## config.mk

```make
export PLATFORM = sky130hd
export DESIGN_NAME = bus_rr_arbiter_flat
export DESIGN_NICKNAME = d
export VERILOG_FILES = /design/src/rtl/bus_rr_arbiter_if.sv /design/src/rtl/bus_rr_arbiter.sv /design/src/flat_wrapper.sv
export SDC_FILE = /design/constraint.sdc
export NUM_CORES = 1
export LEC_CHECK = 0
export ABC_AREA = 1
export BUFFER_PORTS_ARGS = -buffer_cell sky130_fd_sc_hd__buf_2
export CORE_AREA = 2 2 147 149
export DETAILED_ROUTE_END_ITERATION = 16
export DIE_AREA = 0 0 149 151
export HOLD_SLACK_MARGIN = 0.08
export PLACE_DENSITY = 0.56
export SYNTH_ARGS = -nofsm -noshare
export SYNTH_HDL_FRONTEND = slang
export SYNTH_SLANG_ARGS = --single-unit
```

## constraint.sdc

```tcl
create_clock -name clk -period 2.6 [get_ports clk]
set_input_delay 0 -clock clk [delete_from_list [all_inputs] [get_ports clk]]
set_output_delay 0 -clock clk [all_outputs]
set_load 0.01 [all_outputs]
```

## src/rtl/bus_rr_arbiter_if.sv

```systemverilog
// Shared-bus arbitration bundle: per-port requests/data/control in, granted bus out.
// The master modport is the agents' view; the slave modport is the arbiter's view.
interface bus_rr_arbiter_if #(
  parameter int BUS_WIDTH  = 32,
  parameter int CTRL_WIDTH = 8
);
  logic [7:0]              req;
  logic [8*BUS_WIDTH-1:0]  bus_in;
  logic [8*CTRL_WIDTH-1:0] ctrl_in;
  logic [7:0]              ack;
  logic [BUS_WIDTH-1:0]    bus_out;
  logic [CTRL_WIDTH-1:0]   ctrl_out;
  logic [2:0]              owner;
  logic                    busy;
  logic                    timeout;

  modport master (
    output req, bus_in, ctrl_in,
    input  ack, bus_out, ctrl_out, owner, busy, timeout
  );

  modport slave (
    input  req, bus_in, ctrl_in,
    output ack, bus_out, ctrl_out, owner, busy, timeout
  );
endinterface

```

## src/rtl/bus_rr_arbiter.sv

```systemverilog
// Eight-port round-robin arbiter with one-cycle turnaround and a shared data/control mux.
// Optional grant-tenure watchdog enabled by defining BUS_RR_ARBITER_TIMEOUT_EN.
module bus_rr_arbiter #(
  parameter int BUS_WIDTH  = 32,
  parameter int CTRL_WIDTH = 8,
  parameter int TIMEOUT    = 256
) (
  input  logic              clk,
  input  logic              rst_L,
  bus_rr_arbiter_if.slave   bus
);

  typedef enum logic [1:0] {
    ST_IDLE     = 2'd0,
    ST_GRANTED  = 2'd1,
    ST_RELEASE  = 2'd2
  } state_t;

  state_t r_state;
  state_t w_state_nxt;

  logic [7:0] r_ack;
  logic [7:0] w_ack_nxt;
  logic [2:0] r_owner;
  logic [2:0] w_owner_nxt;
  logic [2:0] r_last_grant;
  logic [2:0] w_last_grant_nxt;
  logic       r_busy;
  logic       r_timeout;
  logic       w_timeout_nxt;

  logic [2:0] w_winner;
  logic [2:0] w_idx;
  logic       w_any_req;
  logic       w_wd_hit;

  logic [BUS_WIDTH-1:0]  w_bus_out;
  logic [CTRL_WIDTH-1:0] w_ctrl_out;

  if ((TIMEOUT < 2) || (TIMEOUT > 65535)) begin : g_timeout_range_check
    $error("bus_rr_arbiter: TIMEOUT must lie in 2..65535");
  end

  // Rotating priority search: first requester after the last grant, wrapping back to it.
  always_comb begin
    w_winner  = 3'd0;
    w_any_req = 1'b0;
    w_idx     = 3'd0;
    for (int i = 1; i <= 8; i++) begin
      w_idx = r_last_grant + 3'(i);
      if (!w_any_req && bus.req[w_idx]) begin
        w_winner  = w_idx;
        w_any_req = 1'b1;
      end else begin
        w_any_req = w_any_req;
      end
    end
  end

`ifdef BUS_RR_ARBITER_TIMEOUT_EN
  localparam logic [15:0] LP_WD_LAST = 16'(TIMEOUT - 1);

  logic [15:0] r_wd_cnt;

  // Tenure counter: held at zero outside GRANTED so every tenure starts from zero.
  always_ff @(posedge clk) begin
    if (!rst_L) begin
      r_wd_cnt <= 16'd0;
    end else if (r_state != ST_GRANTED) begin
      r_wd_cnt <= 16'd0;
    end else begin
      r_wd_cnt <= r_wd_cnt + 16'd1;
    end
  end

  assign w_wd_hit = (r_state == ST_GRANTED) && (r_wd_cnt == LP_WD_LAST);
`else
  assign w_wd_hit = 1'b0;
`endif

  // Next-state and next-output decode.
  always_comb begin
    w_state_nxt      = r_state;
    w_ack_nxt        = r_ack;
    w_owner_nxt      = r_owner;
    w_last_grant_nxt = r_last_grant;
    w_timeout_nxt    = 1'b0;
    case (r_state)
      ST_IDLE, ST_RELEASE: begin
        if (w_any_req) begin
          w_state_nxt      = ST_GRANTED;
          w_ack_nxt        = 8'd1 << w_winner;
          w_owner_nxt      = w_winner;
          w_last_grant_nxt = w_winner;
        end else begin
          w_state_nxt = ST_IDLE;
          w_ack_nxt   = 8'd0;
        end
      end
      ST_GRANTED: begin
        if (!bus.req[r_owner]) begin
          w_state_nxt = ST_RELEASE;
          w_ack_nxt   = 8'd0;
        end else if (w_wd_hit) begin
          w_state_nxt   = ST_RELEASE;
          w_ack_nxt     = 8'd0;
          w_timeout_nxt = 1'b1;
        end else begin
          w_state_nxt = ST_GRANTED;
        end
      end
      default: begin
        w_state_nxt = ST_IDLE;
        w_ack_nxt   = 8'd0;
      end
    endcase
  end

  // State and registered outputs; reset wins in any state, no turnaround inserted.
  always_ff @(posedge clk) begin
    if (!rst_L) begin
      r_state      <= ST_IDLE;
      r_ack        <= 8'd0;
      r_owner      <= 3'd0;
      r_last_grant <= 3'd7;
      r_busy       <= 1'b0;
      r_timeout    <= 1'b0;
    end else begin
      r_state      <= w_state_nxt;
      r_ack        <= w_ack_nxt;
      r_owner      <= w_owner_nxt;
      r_last_grant <= w_last_grant_nxt;
      r_busy       <= |w_ack_nxt;
      r_timeout    <= w_timeout_nxt;
    end
  end

  // Shared bus mux: only the owner's slice during a tenure, zero otherwise.
  always_comb begin
    if (r_state == ST_GRANTED) begin
      w_bus_out  = bus.bus_in[r_owner*BUS_WIDTH +: BUS_WIDTH];
      w_ctrl_out = bus.ctrl_in[r_owner*CTRL_WIDTH +: CTRL_WIDTH];
    end else begin
      w_bus_out  = {BUS_WIDTH{1'b0}};
      w_ctrl_out = {CTRL_WIDTH{1'b0}};
    end
  end

  assign bus.ack      = r_ack;
  assign bus.owner    = r_owner;
  assign bus.busy     = r_busy;
  assign bus.timeout  = r_timeout;
  assign bus.bus_out  = w_bus_out;
  assign bus.ctrl_out = w_ctrl_out;

endmodule

```

## src/flat_wrapper.sv

```systemverilog
// flat-port wrapper written by rule: the top's interface ports become plain ports
module bus_rr_arbiter_flat 
#(
  parameter int BUS_WIDTH  = 32,
  parameter int CTRL_WIDTH = 8,
  parameter int TIMEOUT    = 256
)
  (clk, rst_L, bus_req, bus_bus_in, bus_ctrl_in, bus_ack, bus_bus_out, bus_ctrl_out, bus_owner, bus_busy, bus_timeout);
  bus_rr_arbiter_if #(.BUS_WIDTH(BUS_WIDTH), .CTRL_WIDTH(CTRL_WIDTH)) bus_i ();
  input  logic clk;
  input  logic rst_L;
  input wire logic [$bits(bus_i.req)-1:0] bus_req;
  input wire logic [$bits(bus_i.bus_in)-1:0] bus_bus_in;
  input wire logic [$bits(bus_i.ctrl_in)-1:0] bus_ctrl_in;
  output wire logic [$bits(bus_i.ack)-1:0] bus_ack;
  output wire logic [$bits(bus_i.bus_out)-1:0] bus_bus_out;
  output wire logic [$bits(bus_i.ctrl_out)-1:0] bus_ctrl_out;
  output wire logic [$bits(bus_i.owner)-1:0] bus_owner;
  output wire logic [$bits(bus_i.busy)-1:0] bus_busy;
  output wire logic [$bits(bus_i.timeout)-1:0] bus_timeout;
  assign bus_i.req = bus_req;
  assign bus_i.bus_in = bus_bus_in;
  assign bus_i.ctrl_in = bus_ctrl_in;
  assign bus_ack = bus_i.ack;
  assign bus_bus_out = bus_i.bus_out;
  assign bus_ctrl_out = bus_i.ctrl_out;
  assign bus_owner = bus_i.owner;
  assign bus_busy = bus_i.busy;
  assign bus_timeout = bus_i.timeout;
  bus_rr_arbiter #(.BUS_WIDTH(BUS_WIDTH), .CTRL_WIDTH(CTRL_WIDTH), .TIMEOUT(TIMEOUT)) u_core (.clk(clk), .rst_L(rst_L), .bus(bus_i));
endmodule
```

* After elaboration in Yosys (flattened, before gate mapping)
Cells that the tools add are included.
Operators by class: $add $sub $neg 7, multipliers 0, divide/modulo/power cells 0, order comparisons 9, eq/ne operators 2, shifts and indexed selects 3, mux-type cells 42, bitwise operators 0, reductions and logical operators 18
Operator list (number):
- 256-bit by 9-bit indexed part select with 32-bit output | 1
- 64-bit by 7-bit indexed part select with 8-bit output | 1
- 3-bit by 4-bit less-than comparator with 1-bit output (second input constant) | 9
- 32-bit two-way mux | 1
- 1-bit binary-select mux with 3-bit select | 9
- 3-bit two-way mux | 8
- 8-bit two-way mux | 3
- 1-bit two-way mux | 18
- 8-bit case mux with 2 select lines | 1
- 3-bit adder (second input constant) | 4
- 8-bit OR reduction | 1
- 1-bit by 3-bit << shifter with 8-bit output (first input constant) | 1
- 1-bit logical AND | 7
- 1-bit zero test | 7
- 3-bit by 2-bit adder with 3-bit output (second input constant) | 2
- 2-bit case mux with 2 select lines | 1
- 3-bit by 1-bit adder with 3-bit output (second input constant) | 1
- 2-bit by 1-bit == test with 1-bit output (second input constant) | 1
- 2-bit == test (second input constant) | 1
- 2-bit zero test | 1
- 2-bit two-way mux | 1
- 2-bit AND reduction | 1
- 2-bit OR reduction | 1
Word-level totals: register bits 17, latch bits 0, RAM bits 0, ROM bits 0, bits of input ports 330, output and inout port bits 53, memories kept 0

* Longest topological paths before layout
Gate-level depths: netlist (run 1).
depth after elaboration 29, depth in mapped cells 23

* Worst setup path before layout (run 1)
Ideal clock, no wire load.
path type reg2reg, start point reg u_core.r_last_grant[1], end point reg u_core.r_busy (netlist: u_core.bus.busy), library setup time 128 ps, arrival 2452 ps, slack 20 ps, stages on the path, launching flop included 22, path buffers 1, cell sequence dfxtp_1 buf_6 clkinv_2 ha_1 inv_2 nand3_1 nand3_2 nand2_4 nor2_8 nand4_4 nor2_8 nand2_2 nand2_1 nand2_1 nand2_2 inv_2 nand3_1 nand2_1 nor2_1 nand2_1 nor2_1 nor2_1
Between the ends: longest elaborated chain between the ends 29, elaborated cells on any way between the ends 57, those cells by class add/sub (7); shift (1); mux (34); reduce/logical (15)
Ends and longest elaborated chain:
- start: declaration | RTL line bus_rr_arbiter.sv:26 | logic [2:0] r_last_grant;
- start signal: assignment | RTL line bus_rr_arbiter.sv:132 | r_last_grant <= w_last_grant_nxt;
- 3-bit by 1-bit adder with 3-bit output | RTL line bus_rr_arbiter.sv:50 | w_idx = r_last_grant + 3'(i);
- 1-bit binary-select mux with 3-bit select | RTL line bus_rr_arbiter.sv:51 | if (!w_any_req && bus.req[w_idx]) begin
- 1-bit two-way mux (not written as such) | RTL line bus_rr_arbiter.sv:51
- 1-bit two-way mux | RTL line bus_rr_arbiter.sv:51
- 1-bit zero test | RTL line bus_rr_arbiter.sv:51
- 1-bit logical AND | RTL line bus_rr_arbiter.sv:51
- 1-bit two-way mux | RTL line bus_rr_arbiter.sv:51
- 1-bit zero test | RTL line bus_rr_arbiter.sv:51
- [... 13 more ...]
- 1-bit two-way mux | RTL line bus_rr_arbiter.sv:51
- 1-bit zero test | RTL line bus_rr_arbiter.sv:51
- 1-bit logical AND | RTL line bus_rr_arbiter.sv:51
- 3-bit two-way mux | RTL line bus_rr_arbiter.sv:51
- 1-bit by 3-bit << shifter with 8-bit output | RTL line bus_rr_arbiter.sv:92 | w_ack_nxt = 8'd1 << w_winner;
- 8-bit two-way mux (*) | RTL line bus_rr_arbiter.sv:90 | if (w_any_req) begin
- 8-bit case mux with 2 select lines (*) | RTL line bus_rr_arbiter.sv:88 | case (r_state)
- 8-bit OR reduction (*) | RTL line bus_rr_arbiter.sv:133 | r_busy <= |w_ack_nxt;
- end signal: assignment | RTL line bus_rr_arbiter.sv:133
- end: declaration | RTL line bus_rr_arbiter.sv:28 | logic r_busy;
Mark *: on every way between the ends. The rest lies on a longest branch, timed or not. The select of a mux whose other input is x is not followed. A chain may end at the register's enable or synchronous reset.

* Worst setup path after layout (run 1)
start point reg u_core.r_last_grant[0], end point reg u_core.r_busy (netlist: u_core.bus.busy)
Same word-level chain as after synthesis.

==> flow_metrics.py, run 1 <==
metrics = {
    "status": {
        "status": "finished, final reports clean",
    },
    "cts": {
        "cts-buffers-inserted": 3,
        "clk_pin_slew_ns": 0.05,
        "cts_max_level": 1,
        "clock_latency_ns": 0.25,
        "cts_tree": "done",
        "clockRootBuffer": "clkbuf_16",
        "clock_path_buffers": 2,
        "clkSinkCount": 17,
    },
    "sta": {
        "clock_skew_ns": 0.00388,
        "fin_tns_setup_ns": 0,
        "rsz0062_at_grt": "yes",
        "finalSetupViolCount": 0,
        "drv_slew": 0,
        "setup_slack_ns": 0.0853,
        "hold_viol": 0,
        "max_freq_ghz": 0.398,
        "fin_crit_ns": 2.51,
        "max_slew_margin": 0.577,
        "min_period_over_period": 0.967,
        "tightest_slew_ns": 0.633,
    },
    "job": {
        "drv_cap": 0,
    },
    "hold_path": {
        "holdCritPathClass": "primary input to register",
        "holdPathEnd": "u_core.r_state[1]",
        "holdPathStages": 6,
        "hold_start": "bus_req[4]",
    },
    "worst_setup_path": {
        "arrival_ns": 2.64,
        "worstSetupStartpointType": "register",
        "critPathMaxFanout": 7,
        "rr_worst_depth": 19,
        "r2r_slack_ns": 0.09,
        "critPathRequiredTime_ns": 2.73,
        "worstSetupStartpoint": "u_core.r_last_grant[0]",
        "cp-end-kind": "register",
        "criticalPathCategory": "register to register",
        "r2r-start": "u_core.r_last_grant[0]",
        "timing.rr.end": "u_core.bus.busy",
    },
    "floorplan": {
        "start_util": 0.203,
        "die-area_um2": 22500,
        "fp.dieW_um": 149,
        "core_area_um2": 20800,
        "rows": 53,
        "die_height_um": 151,
        "io_pins": 383,
    },
    "global_routing": {
        "first_global_vias": 6425,
        "track_usage": 0.185,
        "grt_pass1_wl_um": 33500,
        "grt_max_degree": 78,
        "antenna_found_initial": 1,
        "overflow": 0,
    },
    "pwr": {
        "powerDensity_nw_per_um2": 1010,
        "vdd_drop_max_uv": 593,
        "leakagePower_uw": 0.00342,
        "finalPower_uw": 6870,
    },
    "detailed_routing": {
        "antenna_left": 0,
        "wl_um": 23100,
        "via_per_inst": 4.88,
        "vias": 7115,
        "drc": 0,
        "first_pass_iters": 5,
        "wl_per_cell_um": 15.9,
        "initialDrtViolationCount": 344,
    },
    "place": {
        "globalplace.congestion": 0.946,
        "dpl_worst_slack_ns": -0.0325,
        "io_buffers": 381,
        "placed_cells": 1444,
        "place_hpwl_um": 17900,
    },
    "finish": {
        "diodes": 0,
        "layoutNonFillerInstCount": 1458,
        "area_growth_pct": 60.6,
        "layout-drive-gt1-share": 0.416,
        "layout.nets": 1516,
    },
    "logic_synthesis": {
        "syn_area_um2": 4230,
        "avgSynthCellArea_um2": 5.05,
        "synth-seq-cells": 17,
        "yosysUniqueCellTypes": 36,
        "synth_commonest_cells": "263 x nor2_1, 209 x o21ai_0, 77 x nand2_1",
        "synth_cells": 836,
        "syn_nets": 1168,
        "netlist.area_leader.share": 0.248,
        "synthTopCellsByArea": "o21ai_0 25%, nor2_1 23%, dfxtp_1 8.1%",
        "async_reset_ff_frac": 0,
        "synth_seq_area_share": 0.0805,
        "synth_top_area_cell": "o21ai_0",
        "synth_edf_count": 0,
        "synth.most_common_cell": "nor2_1",
        "synth_warnings": 0,
        "synthFlopType": "dfxtp_1",
    },
}
-- report_power, final --
group	switching (µW)	total (µW)	internal, µW	leakage (µW)
Sequential	107	463	356	0.000140
Combinational	3880	6090	2210	0.00324
Clock	102	311	208	0.0000382
-- timing repair --
item	in CTS	in global routing
buffers inserted	1	8
endpoints found under the setup margin	1	2
hold buffers	1	0
pin swaps	0	22
gates resized for setup	1	49
hold endpoints to repair	3	0
-- metrics by stage --
step / instance area [µm²] / hold slack (ns) / util
3_5_place_dp: 6410 / 0.274 / 0.308
5_1_grt: 6780 / 0.386 / 0.326
6_report: 6780 / 0.331 / 0.326
4_1_cts: 6510 / 0.336 / 0.313
2_1_floorplan: 4230 / 0.0986 / -
3_3_place_gp: 6410 / 0.279 / 0.308
-- layout make-up --
| cell class | instances | area, µm² |
|---|---|---|
| fill | 2405 | 14000 |
| multi-input combinational | 722 | 3700 |
| timing repair buffer | 413 | 2190 |
| sequential | 17 | 348 |
| tap | 275 | 344 |
| inverter | 27 | 114 |
| clock buffer | 4 | 78.8 |
-- state kept, by name, summed over array words and instances (netlist names) --
| signal | flops |
|---|---|
| u_core.bus.ack | 8 |
| u_core.bus.busy | 1 |
| u_core.bus.owner | 3 |
| u_core.r_last_grant | 3 |
| u_core.r_state | 2 |
-- cell families after synthesis --
family,synth area share
buffers and inverters,0.0909
other,0.000888
xor gates and xnor gates,0.00800
DFF,0.0805
and+or+nand+nor,0.417
AOI/OAI and AO/OA,0.397
adders and majority gates,0.00592
-- placed cells by master, fill, tap and decap left out, types with 10 or more instances in the layout --
cell     synthesis  final
a31oi_1         41     41
buf_2            0    381
dfxtp_1         17     13
o21ai_0        209    209
buf_4            3     26
nand2_1         77     68
nand3_2          8     17
nand3_1         36     22
nor2_1         263    261
nand2_2         11     13
a21oi_1         10     10
o22ai_1         40     40
inv_1           16     15
-- worst max-delay path by stage --
stage / slack (ns) / endpoint
after floorplan: 0.02 / u_core.bus.busy
after global placement: 0.03 / u_core.bus.busy
after detailed placement: -0.03 / u_core.bus.busy
after CTS: 0.06 / u_core.bus.busy
after global routing: -0.12 / u_core.bus.busy
final: 0.09 / u_core.bus.busy
-- routing by layer --
layer  wire [µm]  global-route usage  vias to the layer above
met5           0                   0                        -
li1            -                   -                     3564
met2       11500               0.332                      320
met3        1510              0.0232                       36
met4         382              0.0371                        0
met1        9770               0.237                     3195
-- critical path, stage by stage (launching register included) --
cell	delay [ns]
dfxtp_2	0.34
buf_6	0.13
ha_2	0.19
inv_1	0.06
nand2_1	0.08
nand2_2	0.09
nand3_4	0.10
nand2_4	0.08
nor2_8	0.12
nand4_4	0.14
nor2_8	0.21
nand3_1	0.11
nand2_2	0.17
a21oi_4	0.07
nand3_1	0.09
nand2_1	0.06
nor2_1	0.14
nand2_1	0.07
nor2_1	0.09
nor2_1	0.04
Power figures use the tool's default switching activity.
==> run 2: changes to the inputs <==
--- a/config.mk
+++ b/config.mk
@@ -12,6 +12,7 @@
 export DIE_AREA = 0 0 149 151
 export HOLD_SLACK_MARGIN = 0.08
 export PLACE_DENSITY = 0.56
+export RECOVER_POWER = 100
 export SYNTH_ARGS = -nofsm -noshare
 export SYNTH_HDL_FRONTEND = slang
 export SYNTH_SLANG_ARGS = --single-unit
==> run 2 against run 1 <==
Compared with the run above: flip-flop and latch count stayed put; combinational power hardly changed; non-clock buffer count stayed put; clock-buffer cell count stayed put; critical path depth stayed put; maximum frequency is 0.25% higher; final cell count stayed put; clock skew is 0.00065 ns lower; clock power is 1% lower; setup slack better by 0.0063 ns; critical path type unchanged.
==> flow_metrics.py, run 2 (synthesis gave the netlist of run 1 again) <==
metrics = {
    "pwr": {
        "clockPowerShare": 0.045,
        "netSwitchingFraction": 0.597,
        "seqPwrFrac": 0.068,
        "leakagePower_uw": 0.00339,
        "powerDensity_nw_per_um2": 1010,
        "finalPower_uw": 6860,
        "internal_power_uw": 2770,
        "pwr-share-comb": 0.888,
        "vdd_drop_max_uv": 591,
        "switchingPower_uw": 4090,
    },
    "finish": {
        "diodes": 0,
        "layout_commonest_cell": "buf_2",
        "largest_reg_flops": 8,
        "layoutNonFillerInstCount": 1458,
        "layout-drive-gt1-share": 0.411,
        "area_growth_pct": 60.4,
        "layout_common_cells": "375 x buf_2, 261 x nor2_1, 209 x o21ai_0",
        "layout.nets": 1516,
    },
    "cts": {
        "cts-buffers-inserted": 3,
        "clock_latency_ns": 0.25,
        "clk_pin_slew_ns": 0.05,
        "clock_path_buffers": 2,
        "cts_tree": "done",
        "clkSinkCount": 17,
        "cts_max_level": 1,
        "clockRootBuffer": "clkbuf_16",
    },
    "detailed_routing": {
        "initialDrtViolationCount": 373,
        "vias": 7127,
        "wl_per_cell_um": 15.8,
        "drc": 0,
        "wl_um": 23100,
        "via_per_inst": 4.89,
        "first_pass_iters": 5,
        "antenna_left": 0,
    },
    "sta": {
        "rsz0062_at_grt": "yes",
        "drv_slew": 0,
        "fin_crit_ns": 2.51,
        "clock_skew_ns": 0.00323,
        "max_freq_ghz": 0.399,
        "setup_slack_ns": 0.0916,
        "min_period_over_period": 0.965,
        "fin_tns_setup_ns": 0,
        "finalSetupViolCount": 0,
        "hold_viol": 0,
        "tightest_slew_ns": 0.642,
        "fin_hold_ws_ns": 0.331,
        "max_slew_margin": 0.571,
    },
    "floorplan": {
        "core_area_um2": 20800,
        "die_height_um": 151,
        "io_pins": 383,
        "die-area_um2": 22500,
        "start_util": 0.203,
        "rows": 53,
        "fp.dieW_um": 149,
    },
    "worst_setup_path": {
        "path_cells": "buf_6 > ha_2 > inv_1 > nand2_1 > nand2_2 > nand3_4 > nand2_4 > nor2_8 > nand4_4 > nor2_8 > nand3_1 > nand2_2 > a21oi_4 > nand3_1 > nand2_1 > nor2_1 > nand2_1 > nor2_1 > nor2_1",
        "criticalPathCategory": "register to register",
        "arrival_ns": 2.63,
        "slowest_stage": "dfxtp_2",
        "max_stage_delay_ns": 0.34,
        "r2r_slack_ns": 0.09,
        "endpoint": "u_core.bus.busy",
        "r2r-start": "u_core.r_last_grant[0]",
        "critPathRequiredTime_ns": 2.73,
        "rr_worst_depth": 19,
        "critPathMaxFanout": 7,
        "worstSetupStartpointType": "register",
        "worstSetupStartpoint": "u_core.r_last_grant[0]",
        "timing.rr.end": "u_core.bus.busy",
        "cp-end-kind": "register",
    },
    "global_routing": {
        "first_global_vias": 6425,
        "overflow": 0,
        "grt_pass1_wl_um": 33500,
        "grt_max_degree": 78,
        "antenna_found_initial": 1,
        "track_usage": 0.185,
    },
    "status": {
        "status": "finished, final reports clean",
    },
    "place": {
        "placed_cells": 1444,
        "globalplace.congestion": 0.946,
        "io_buffers": 381,
        "dpl_worst_slack_ns": -0.0325,
        "place_hpwl_um": 17900,
    },
    "job": {
        "drv_cap": 0,
    },
    "hold_path": {
        "holdCritPathClass": "primary input to register",
    },
}
[run 2: worst min path at each step]
| stage | from | endpoint | depth (start not counted) | slack, ns |
|---|---|---|---|---|
| 6_report | bus_req[4] | u_core.r_state[1] | 6 | 0.33 |
| 3_5_place_dp | rst_L | u_core.r_last_grant[1] | 2 | 0.27 |
| 3_3_place_gp | rst_L | u_core.r_last_grant[1] | 2 | 0.28 |
| 5_1_grt | bus_req[4] | u_core.r_state[1] | 6 | 0.39 |
| 2_1_floorplan | rst_L | u_core.r_last_grant[0] | 1 | 0.1 |
| 4_1_cts | bus_req[4] | u_core.r_state[1] | 6 | 0.34 |
[run 2: layout make-up]
cell class / count / area [µm²]
clock buffers: 4 / 78.8
fillers: 2404 / 14000
inverters: 27 / 114
multi-input cells: 722 / 3700
flip-flops and latches: 17 / 348
well taps: 275 / 344
repair buffers: 413 / 2190
[run 2: worst max-delay path, delay by kind of cell (launching register included)]
kind	cells	cell delay, ns
AOI/OAI and AO/OA	1	0.07
buffers and inverters	2	0.19
adders and majority gates	1	0.19
and+or+nand+nor	15	1.59
DFF	1	0.34
[run 2: what timing repair did]
action	in CTS	in global routing
buffers inserted	1	8
resized for setup	1	49
hold buffers	1	0
pin swaps	0	22
setup endpoints to repair	1	2
endpoints found under the hold margin	3	0
[run 2: power groups by stage]
| stage | Combinational (µW) | Clock, µW | Sequential [µW] |
|---|---|---|---|
| finish | 6090 | 307 | 464 |
| global route | 6770 | 327 | 479 |
| detailed placement | 5330 | 0 | 458 |
| floorplan | 3790 | 0 | 420 |
| global placement | 5320 | 0 | 458 |
| CTS | 5380 | 312 | 453 |
[run 2: metal layers]
| metal | global-route usage | wire length, µm | vias up |
|---|---|---|---|
| li1 | - | - | 3567 |
| met1 | 0.237 | 9670 | 3205 |
| met2 | 0.332 | 11500 | 320 |
| met3 | 0.0232 | 1580 | 35 |
| met4 | 0.0371 | 370 | 0 |
| met5 | 0 | 0 | - |
[run 2: stage by stage]
stage / instance area, µm² / util
6_report: 6780 / 0.325
5_1_grt: 6780 / 0.325
4_1_cts: 6510 / 0.313
3_5_place_dp: 6410 / 0.308
3_3_place_gp: 6410 / 0.308
2_1_floorplan: 4230 / -
